===== src/rtl/branch_resolve_controller.sv =====
// Branch resolve controller: queues ID-stage predictions, checks them against EX outcomes,
// and produces predictor training strobes, mispredict flush/redirect, and branch statistics.
module branch_resolve_controller #(
   parameter int DEPTH = 2,
   parameter int CNTW  = 16
) (
   input  logic            Clock,
   input  logic            Reset,
   input  logic            BranchInstructExists_ID,
   input  logic            Prediction_ID,
   input  logic            Stall_ID,
   input  logic [31:0]     PCPlus4_ID,
   input  logic [31:0]     BranchTarget_ID,
   input  logic            BranchInstructExists_EX,
   input  logic            BranchDecision_EX,
   output logic            Flush,
   output logic [31:0]     RedirectPC,
   output logic            UpdateValid,
   output logic            UpdateTaken,
   output logic            QueueFull,
   output logic            Underflow,
   output logic            Overflow,
   output logic [CNTW-1:0] BranchCount,
   output logic [CNTW-1:0] MispredictCount
);
   localparam int PW = $clog2(DEPTH);

   typedef struct packed {
      logic        pred;
      logic [31:0] pcPlus4;
      logic [31:0] target;
   } entryT;

   entryT         q [DEPTH];
   entryT         head;
   logic [PW-1:0] rdPtr, wrPtr;
   logic [PW:0]   occ, occNext;
   logic          pop, mispredict, flushNow, pushReq, push;

   always_comb begin
      head       = q[rdPtr];
      pop        = BranchInstructExists_EX && (occ != '0);
      mispredict = pop && (head.pred != BranchDecision_EX);
      flushNow   = mispredict;
      pushReq    = BranchInstructExists_ID && !Stall_ID && !flushNow;
      // A full queue still accepts a push when the head leaves in the same cycle.
      push       = pushReq && (!QueueFull || pop);
   end

   always_comb begin
      occNext = occ;
      if (flushNow)
         occNext = '0;
      else if (push && !pop)
         occNext = occ + (PW+1)'(1);
      else if (pop && !push)
         occNext = occ - (PW+1)'(1);
   end

   // Entry contents need no reset; occupancy decides what is valid.
   always_ff @(posedge Clock) begin
      if (push)
         q[wrPtr] <= '{pred: Prediction_ID, pcPlus4: PCPlus4_ID, target: BranchTarget_ID};
   end

   always_ff @(posedge Clock) begin
      if (Reset) begin
         rdPtr           <= '0;
         wrPtr           <= '0;
         occ             <= '0;
         QueueFull       <= 1'b0;
         Flush           <= 1'b0;
         RedirectPC      <= 32'h0;
         UpdateValid     <= 1'b0;
         UpdateTaken     <= 1'b0;
         Underflow       <= 1'b0;
         Overflow        <= 1'b0;
         BranchCount     <= '0;
         MispredictCount <= '0;
      end else begin
         occ         <= occNext;
         QueueFull   <= (occNext == (PW+1)'(DEPTH));
         Flush       <= flushNow;
         UpdateValid <= pop;
         UpdateTaken <= pop && BranchDecision_EX;

         // Younger entries are wrong-path on a mispredict: collapse the queue behind the head.
         if (flushNow) begin
            rdPtr <= rdPtr + PW'(1);
            wrPtr <= rdPtr + PW'(1);
         end else begin
            if (pop)  rdPtr <= rdPtr + PW'(1);
            if (push) wrPtr <= wrPtr + PW'(1);
         end

         if (flushNow)
            RedirectPC <= BranchDecision_EX ? head.target : head.pcPlus4;

         if (pop && BranchCount != '1)
            BranchCount <= BranchCount + CNTW'(1);
         if (mispredict && MispredictCount != '1)
            MispredictCount <= MispredictCount + CNTW'(1);

         if (BranchInstructExists_EX && occ == '0)
            Underflow <= 1'b1;
         if (pushReq && QueueFull && !pop)
            Overflow <= 1'b1;
      end
   end
endmodule

===== config.mk =====
export PLATFORM = sky130hd
export DESIGN_NAME = branch_resolve_controller
export DESIGN_NICKNAME = d
export VERILOG_FILES = /design/src/rtl/branch_resolve_controller.sv
export SDC_FILE = /design/constraint.sdc
export NUM_CORES = 1
export LEC_CHECK = 0
export BUFFER_PORTS_ARGS = -buffer_cell sky130_fd_sc_hd__buf_2
export CORE_MARGIN = 4
export CORE_UTILIZATION = 40
export DETAILED_ROUTE_END_ITERATION = 7
export HOLD_SLACK_MARGIN = 0.12
export MAX_ROUTING_LAYER = met4
export PLACE_DENSITY = 0.65
export SLEW_MARGIN = 10
export SYNTH_ARGS = -nofsm -noshare
export SYNTH_HDL_FRONTEND = slang
export SYNTH_SLANG_ARGS = --single-unit

===== constraint.sdc =====
create_clock -name Clock -period 4.55 [get_ports Clock]
set_input_delay 0.455 -clock Clock [delete_from_list [all_inputs] [get_ports Clock]]
set_output_delay 0.455 -clock Clock [all_outputs]
set_load 0.005 [all_outputs]

==> results of run 1 <==
## stage by stage
step	utilization [%]	setup WS, ns	total power [mW]
global placement	46.48	1.579	3.011
finish	50.34	1.566	4.760
global route	50.34	1.344	4.989
CTS	50.33	1.507	4.827
floorplan	-	0.9838	2.805
detailed placement	46.48	1.511	3.040
## layer usage
layer	routed length (um)	up-vias	global-route usage (%)
li1	-	2307	-
met1	6991	2374	19.23
met2	8460	136	25.65
met3	913	30	2.864
met4	348	0	4.942
met5	0	-	-
## cell type report
type                    count  area share [%]
well taps                 260           3.398
diodes                      1         0.02614
clock buffers              28           6.417
clock inverters            12           1.228
flip-flops and latches    205           56.47
repair buffers            148           8.076
multi-input cells         307           24.27
inverters                   3          0.1176
## state kept, by name (all words and copies together) (netlist names), 2 cells and up, named ones only
signal	cells
BranchCount	16
MispredictCount	16
RedirectPC	32
occ	2
q	130
## cells in the mapped netlist (2+ instances only)
library cell / n / share of area, %
edfxtp_1: 130 / 50
nand2_1: 76 / 3.6
dfxtp_1: 75 / 19
nor2_1: 40 / 1.9
a21oi_1: 38 / 2.4
mux4_2: 32 / 9.2
xnor2_1: 16 / 1.8
buf_2: 12 / 0.77
clkbuf_1: 12 / 0.57
and3_1: 11 / 0.88
xor2_1: 11 / 1.2
nand3_1: 9 / 0.57
nand4_1: 9 / 0.72
nor3_1: 8 / 0.51
and2_1: 6 / 0.48
nor4_1: 4 / 0.32
o2111ai_1: 4 / 0.45
a211oi_1: 3 / 0.29
and4_1: 3 / 0.33
ha_1: 3 / 0.48
inv_1: 3 / 0.14
mux2i_1: 3 / 0.38
nor3b_1: 3 / 0.29
and4b_1: 2 / 0.26
buf_6: 2 / 0.29
nand2b_1: 2 / 0.16
nor4_4: 2 / 0.54
nor4b_1: 2 / 0.22
o211ai_1: 2 / 0.19
o21ai_0: 2 / 0.13
or3_1: 2 / 0.16
## logic make-up (layout without fill, tap and decap cells)
kind of cell	Yosys count	count (layout)	synth area share, %
mux	38	38	10.14
other cells	0	1	0
buf+inv	30	191	1.817
xor+xnor	27	27	3.012
simple gates	185	185	11.71
compound gates	54	54	3.985
fa+ha+maj	3	3	0.4782
flops	205	205	68.86
## worst max-delay path, delay by kind of cell (launching register included)
| family | cells | cell delay (ns) |
|---|---|---|
| flip-flops | 1 | 0.33 |
| multiplexers | 1 | 0.52 |
| AND/OR/NAND/NOR | 2 | 1.08 |
| buffers and inverters | 2 | 0.48 |
| adder cells (fa/ha/maj) | 1 | 0.24 |
## power breakdown
part           switching [mW]  leakage [nW]  internal (mW)
Sequential             0.0806          1.80           2.18
Combinational           0.383          1.38          0.340
Clock                   0.708         0.351           1.07
Total                    1.17          3.53           3.59
## final timing paths
kind                         end  slack [ns]
setup / recovery        q[1][55]        1.57
hold / removal          q[0][29]        0.15
hold reg to reg   RedirectPC[15]        0.46
setup reg to reg        q[1][55]        1.57
==> impl_metrics.yaml, run 1 <==
clocking:
  clk_pin_slew_ns: 0.06
  post_cts_buffers: 0
  cts_resized: 0
  insertion_delay_ns: 0.50
  htreeDepth: 1
  cts_root_buffer: "clkbuf_16"
  clock_tree.buffer_depth: 3
  postCtsHoldBufs: 0
  cts_buffers: 22
  clock_sinks: 205
  cts_tree: "built"
detailed_routing:
  drt_wl_total_mm: 16.72
  detail_route.iter0.violations: 231
  detail_route.wl_per_cell_um: 17.34
  ant_nets: 0
  avgViaCountPerCell: 5.028
  via_count: 4847
  dr.pass1.iters: 4
  drc: 0
critical_path:
  crit_type: "flop to flop"
  startpoint: "occ[0]"
  worstPathArrival_ns: 3.16
  crit_slowest_cell: "and3_2"
  cp-end-kind: "flop"
  critPathRequiredTime_ns: 4.72
  reg2reg_from: "occ[0]"
  reg2regPathDepth: 6
  critical-path-max-stage-delay_ns: 0.84
  path_max_fanout: 32
  cp_cell_sequence: "inv_1, ha_1, and3b_1, mux2i_4, and3_2, buf_4"
  start_kind: "flop"
layout:
  n_fill_cell: 1715
  stdcell_area_um2: 9574
  multiInputGateArea_um2: 2323
  area_growth_pct: 21.96
  ff_latch_area_um2: 5406
  layoutNonFillerInstCount: 964
  final_cell_mix: "buf_2 (140), edfxtp_1 (130), nand2_1 (76)"
  drive_above_1_share_pct: 32.15
  mostFrequentLayoutCell: "buf_2"
  nets: 761
synthesis:
  syn_inst: 542
  synth_area_um2: 7850
  async_flop_share_pct: 0
  syn-num-nets: 616
  synth.distinct_cells: 46
  synth_ff_type: "edfxtp_1"
  postSynthAreaPerCell_um2: 14.48
  synth_edf_count: 130
  seq_area_frac_synth_pct: 68.86
  ys_seq_elements: 205
  yosys_warnings: 0
floorplan:
  initial_core_util_pct: 41.28
  dieArea_um2: 21930
  die_y_um: 148.1
  num_io_pins: 141
  die-width_um: 148.1
  core_area_um2: 19020
  row_count: 50
grt:
  grt_pass1_wl_mm: 26.43
  grt_use_total_pct: 15.40
  grt_pass1_vias: 5110
  overflow: 0
  antenna_found_initial: 1
  grt_max_degree: 76
place:
  hpwl_mm: 11.18
  dpl_cell_area_um2: 8840
  place_congestion: 0.8599
  dp_cells: 923
  io_buffers: 140
sta:
  finalSetupViolations: 0
  final-max-slew-violation-count: 0
  clock-skew-final_ns: 0.008851
  tns_ns: 0
  hold_viol_final: 0
  max_freq_mhz: 335.1
  rsz0062_at_grt: "false"
  finalCritPeriodShare_pct: 65.59
  tightestPinTransition_ns: 0.8177
  hold_ws_ns: 0.1458
  fin_crit_ns: 2.984
  slew_headroom_pct: 45.49
min_path:
  hold_depth: 1
  min_path_type: "input pin to flop"
  hold_start: "BranchTarget_ID[29]"
power:
  powerDensity_nw_per_um2: 497.2
  ir_drop_v: 0.0003228
  p_leak_nw: 3.529
run:
  max-cap-violations: 0
run_status:
  status: "finished clean"
Note: power is estimated with default switching activity, not from simulation.
==> inputs of run 2 (changes only) <==
Settings changed: PLACE_DENSITY 0.65 to 0.62.
Clock period 4.55 ns to 3 ns, I/O delays scaled along.
==> run 2 against run 1 <==
Sequential power up 51%. Fmax is 26% higher. Die area did not move. Flip-flop and latch count unchanged. Worst hold slack improved by 0.18 ns.
==> impl_metrics.yaml, run 2 (synthesis results as in run 1) <==
sta:
  slew_headroom_pct: 55.74
  hold_viol_final: 0
  finalCritPeriodShare_pct: 78.69
  hold_ws_ns: 0.3271
  max_freq_mhz: 423.6
  final-max-slew-violation-count: 0
  tightestPinTransition_ns: 0.6640
  clock-skew-final_ns: 0.01627
  rsz0062_at_grt: "false"
  tns_ns: 0
  fin_crit_ns: 2.361
  finalSetupViolations: 0
critical_path:
  reg2reg_slack_ns: 0.64
  reg2reg_from: "occ[0]"
  cp-end-kind: "flop"
  start_kind: "flop"
  worstPathArrival_ns: 2.77
  path_max_fanout: 36
  cp-endpoint: "RedirectPC[9]"
  startpoint: "occ[0]"
  reg2regPathDepth: 7
  reg2reg_to: "RedirectPC[9]"
  critPathRequiredTime_ns: 3.41
  crit_type: "flop to flop"
layout:
  largest-register: "q"
  n_fill_cell: 1617
  multiInputGateArea_um2: 2323
  nets: 828
  ff_latch_area_um2: 5406
  final_cell_mix: "buf_2 (140), edfxtp_1 (130), nand2_1 (76)"
  area_growth_pct: 30.70
  top_regs: "q: 130 flops, RedirectPC: 32 flops"
  drive_above_1_share_pct: 29.22
  mostFrequentLayoutCell: "buf_2"
  largest_reg_flops: 130
place:
  place_congestion: 0.8009
  io_buffers: 140
  hpwl_mm: 10.52
floorplan:
  row_count: 50
  num_io_pins: 141
  die-width_um: 148.1
  die_y_um: 148.1
  core_area_um2: 19020
  dieArea_um2: 21930
  initial_core_util_pct: 41.28
clocking:
  clk_pin_slew_ns: 0.05
  htreeDepth: 1
  cts_buffers: 23
  cts_tree: "built"
  clock_tree.buffer_depth: 3
  insertion_delay_ns: 0.50
  cts_root_buffer: "clkbuf_16"
  clock_sinks: 205
power:
  p_leak_nw: 3.824
  powerDensity_nw_per_um2: 711.0
  ir_drop_v: 0.0004289
detailed_routing:
  ant_nets: 0
  dr.pass1.iters: 6
  met2_length_mm: 8.696
  drc: 0
  drt_wl_total_mm: 17.18
  via_count: 5181
  met1_length_mm: 7.100
  detail_route.iter0.violations: 180
  detail_route.wl_per_cell_um: 16.64
  wl_met3_mm: 1.004
  avgViaCountPerCell: 5.020
  topRoutingLayerUsed: "met4"
grt:
  antenna_found_initial: 1
  grt_use_total_pct: 16.09
  overflow: 0
  grt_pass1_wl_mm: 27.67
  grt_pass1_vias: 5390
  grt_max_degree: 66
run_status:
  status: "finished clean"
min_path:
  min_path_type: "input pin to flop"
run:
  max-cap-violations: 0
## run 2: final cells by class
class / instances / share of cell area, %
inverters: 3 / 0.1098
flip-flops and latches: 205 / 52.70
diodes: 2 / 0.04878
multi-input cells: 307 / 22.65
well taps: 260 / 3.171
clock buffers: 28 / 6.085
clock inverters: 13 / 1.146
repair buffers: 214 / 14.10
## run 2: critical path, stage by stage (launching register included)
cell	delay, ns
dfxtp_1	0.37
inv_1	0.08
ha_1	0.26
nor3b_1	0.39
mux2_2	0.41
buf_4	0.48
nand2_1	0.13
a21oi_1	0.16
## run 2: report_power, final
part | switching (mW) | total [mW] | leakage, nW | internal, mW
logic | 0.599 | 1.17 | 1.66 | 0.574
registers | 0.118 | 3.42 | 1.80 | 3.30
clock network | 1.05 | 2.70 | 0.367 | 1.65
## run 2: worst min-delay path by stage
stage                                  from  slack (ns)  cells past startpoint               to
floorplan                BranchTarget_ID[0]        0.40                      0          q[0][0]
global placement             RedirectPC[17]        0.44                      2   RedirectPC[17]
detailed placement            RedirectPC[6]        0.44                      2    RedirectPC[6]
CTS                 BranchInstructExists_ID        0.30                      5         Overflow
global route                          Reset        0.35                      3  BranchCount[10]
finish              BranchInstructExists_ID        0.33                      5         Overflow
## run 2: through the flow
step,cells,instance area [um^2],total power [mW],worst slack [ns],utilization [%]
floorplan,542,7859,4.251,0.1725,-
global placement,923,8852,4.576,0.7091,46.55
detailed placement,923,8852,4.614,0.6037,46.55
CTS,1030,10250,7.404,0.5874,53.92
global route,1031,10260,7.650,0.4392,53.93
finish,1032,10260,7.295,0.6392,53.95
## run 2: repair_timing
item / 4_1_cts / 5_1_grt
hold endpoints to repair: 131 / 0
hold buffers: 66 / 0
setup buffers: 0 / 0
resized for setup: 0 / 0
## run 2: per-layer routing
layer	global-route usage, %	up-vias
li1	-	2457
met1	19.61	2532
met2	27.61	160
met3	3.047	32
met4	4.527	0
met5	-	-
==> inputs of run 3 (changes only) <==
Settings changed: ABC_AREA set to 1.
Clock period 3 ns to 2.2 ns, I/O delays scaled along.
==> run 3 against run 2 <==
Combinational power is 26% higher. Power is 38% higher. Non-clock buffer count is 9 higher. Sequential power is 35% higher. Clock-buffer cell count is 5 higher. Critical path type unchanged. Largest power group unchanged.
==> impl_metrics.yaml, run 3 <==
synthesis:
  ys_seq_elements: 205
  synth_area_leaders: "edfxtp_1 (48%), dfxtp_1 (19%), o21ai_0 (4.7%), nor2_1 (4.5%), nand2_1 (4.1%)"
  synth_area_um2: 8055
  synth-simple-area-share_pct: 12.63
  synthMuxAreaShare_pct: 0
  synth.distinct_cells: 30
  yosys.area.top_type_share_pct: 48.46
  synth_top_area_cell: "edfxtp_1"
  yosys_warnings: 0
  async_flop_share_pct: 0
  synthXorXnorAreaFrac_pct: 2.283
  synthTopCellsByCount: "edfxtp_1 (130), nor2_1 (96), nand2_1 (87)"
  synth_top_family_by_area: "compound AO/OA/AOI/OAI gates"
  syn-num-nets: 786
  synth_compound_area_share_pct: 13.45
  yosysMostFrequentCell: "edfxtp_1"
  postSynthAreaPerCell_um2: 11.31
  synth_edf_count: 130
  syn_inst: 712
  seq_area_frac_synth_pct: 67.10
  synth_ff_type: "edfxtp_1"
  synthAdderAreaFrac_pct: 0.4660
critical_path:
  critPathRequiredTime_ns: 2.59
  crit_slowest_cell: "dfxtp_1"
  cp-end-kind: "flop"
  cp_cell_sequence: "ha_1, nand3_2, nor2_1, nand3_1, nand2_2, inv_2, o21ai_0, a21oi_1"
  critical-path-max-stage-delay_ns: 0.42
  path_max_fanout: 13
  crit_type: "flop to flop"
  critPathBufInv: 1
  worstPathArrival_ns: 2.31
  start_kind: "flop"
  path_delay_family: "simple AND/OR/NAND/NOR gates"
sta:
  max_freq_mhz: 521.2
  rsz0062_at_grt: "false"
  final-max-slew-violation-count: 0
  hold_viol_final: 0
  tns_ns: 0
  slew_headroom_pct: 66.18
  tightestPinTransition_ns: 0.5073
  clock-skew-final_ns: 0.01632
  fin_crit_ns: 1.919
  hold_ws_ns: 0.1561
  finalSetupViolations: 0
  finalCritPeriodShare_pct: 87.21
layout:
  n_antenna_cell: 0
  drive_above_1_share_pct: 24.39
  layoutNonFillerInstCount: 1208
  multiInputGateArea_um2: 2364
  area_growth_pct: 31.24
  top_regs: "q: 130 flops, RedirectPC: 32 flops"
  largest-register: "q"
  final_cell_mix: "buf_2 (140), edfxtp_1 (130), nor2_1 (95)"
  nets: 1000
  n_fill_cell: 1748
  mostFrequentLayoutCell: "buf_2"
  largest_reg_flops: 130
  ff_latch_area_um2: 5408
floorplan:
  num_io_pins: 141
  die_y_um: 149.9
  dieArea_um2: 22470
  initial_core_util_pct: 40.99
  die-width_um: 149.9
  core_area_um2: 19650
  row_count: 51
detailed_routing:
  drt_wl_total_mm: 19.29
  ant_nets: 0
  detail_route.iter0.violations: 289
  detail_route.wl_per_cell_um: 15.97
  drc: 0
  via_count: 6019
  avgViaCountPerCell: 4.983
  dr.pass1.iters: 5
clocking:
  clk_pin_slew_ns: 0.05
  clock_sinks: 205
  cts_resized: 0
  cts_root_buffer: "clkbuf_16"
  post_cts_buffers: 0
  postCtsHoldBufs: 68
  clock_tree.buffer_depth: 3
  insertion_delay_ns: 0.52
  htreeDepth: 1
  cts_tree: "built"
  cts_buffers: 23
min_path:
  min_path_type: "input pin to flop"
place:
  hpwl_mm: 11.84
  io_buffers: 140
  dp_cells: 1098
  place_congestion: 0.8675
grt:
  antenna_found_initial: 0
  overflow: 0
  grt_pass1_vias: 5777
  grt_pass1_wl_mm: 30.24
  grt_max_degree: 51
  grt_use_total_pct: 17.29
power:
  ir_drop_v: 0.0005976
  p_leak_nw: 4.057
  powerDensity_nw_per_um2: 953.1
  finalPower_mw: 10.08
run:
  max-cap-violations: 0
run_status:
  status: "finished clean"
==> run 3: cell count changes after synthesis, moves of 30 or more <==
cell / delta
a22o_1: +32
inv_1: +30
o22ai_1: +32
mux4_2: -32
nor2_1: +56
o21ai_0: +74
==> run 3: layout make-up <==
type                            instances  share of cell area (%)
Inverter                               37                   1.373
Multi-Input combinational cell        436                   22.36
Clock buffer                           33                   5.989
Tap cell                              265                   3.136
Sequential cell                       205                   51.15
Timing Repair Buffer                  223                   14.49
Clock inverter                          9                   1.503
==> run 3: metal layers <==
layer | track usage (%) | vias to the layer above | part of all wire (%)
met3 | 2.695 | 32 | 5.5
met2 | 29.47 | 175 | 49
li1 | - | 2964 | -
met4 | 3.568 | 0 | 1.7
met5 | - | - | 0
met1 | 22.04 | 2848 | 44
==> run 3: worst paths after layout <==
kind	startpoint	to	slack [ns]	cells after the start
worst max register to register	BranchCount[0]	BranchCount[0]	0.28	8
worst max-delay path	BranchCount[0]	BranchCount[0]	0.28	8
worst min register to register	Overflow	Overflow	0.44	2
worst min-delay path	Reset	BranchCount[10]	0.16	4
==> run 3: worst min-delay path: stages <==
cell and delay [ns]:
buf_2 0.08, inv_1 0.16, nand2_1 0.12, nor2_1 0.03
==> run 3: cell families (layout without fill, tap and decap cells) <==
group | after synthesis | in the layout
fa+ha+maj | 3 | 3
flops | 205 | 205
xor+xnor | 21 | 21
buf+inv | 71 | 302
compound gates | 177 | 177
simple gates | 235 | 235
==> run 3: per-stage QoR <==
| stage | setup slack (ns) | area [um^2] | util [%] |
|---|---|---|---|
| global route | 0.1178 | 10570 | 53.79 |
| CTS | 0.2801 | 10570 | 53.79 |
| floorplan | -0.1733 | 8102 | - |
| global placement | 0.3327 | 9099 | 46.29 |
| detailed placement | 0.2940 | 9099 | 46.29 |
| finish | 0.2814 | 10570 | 53.79 |
==> run 3: where the power goes <==
part           total, mW  switching (mW)  internal, mW
Sequential          4.63           0.157          4.47
Clock               3.97            1.49          2.48
Combinational       1.48           0.933         0.548
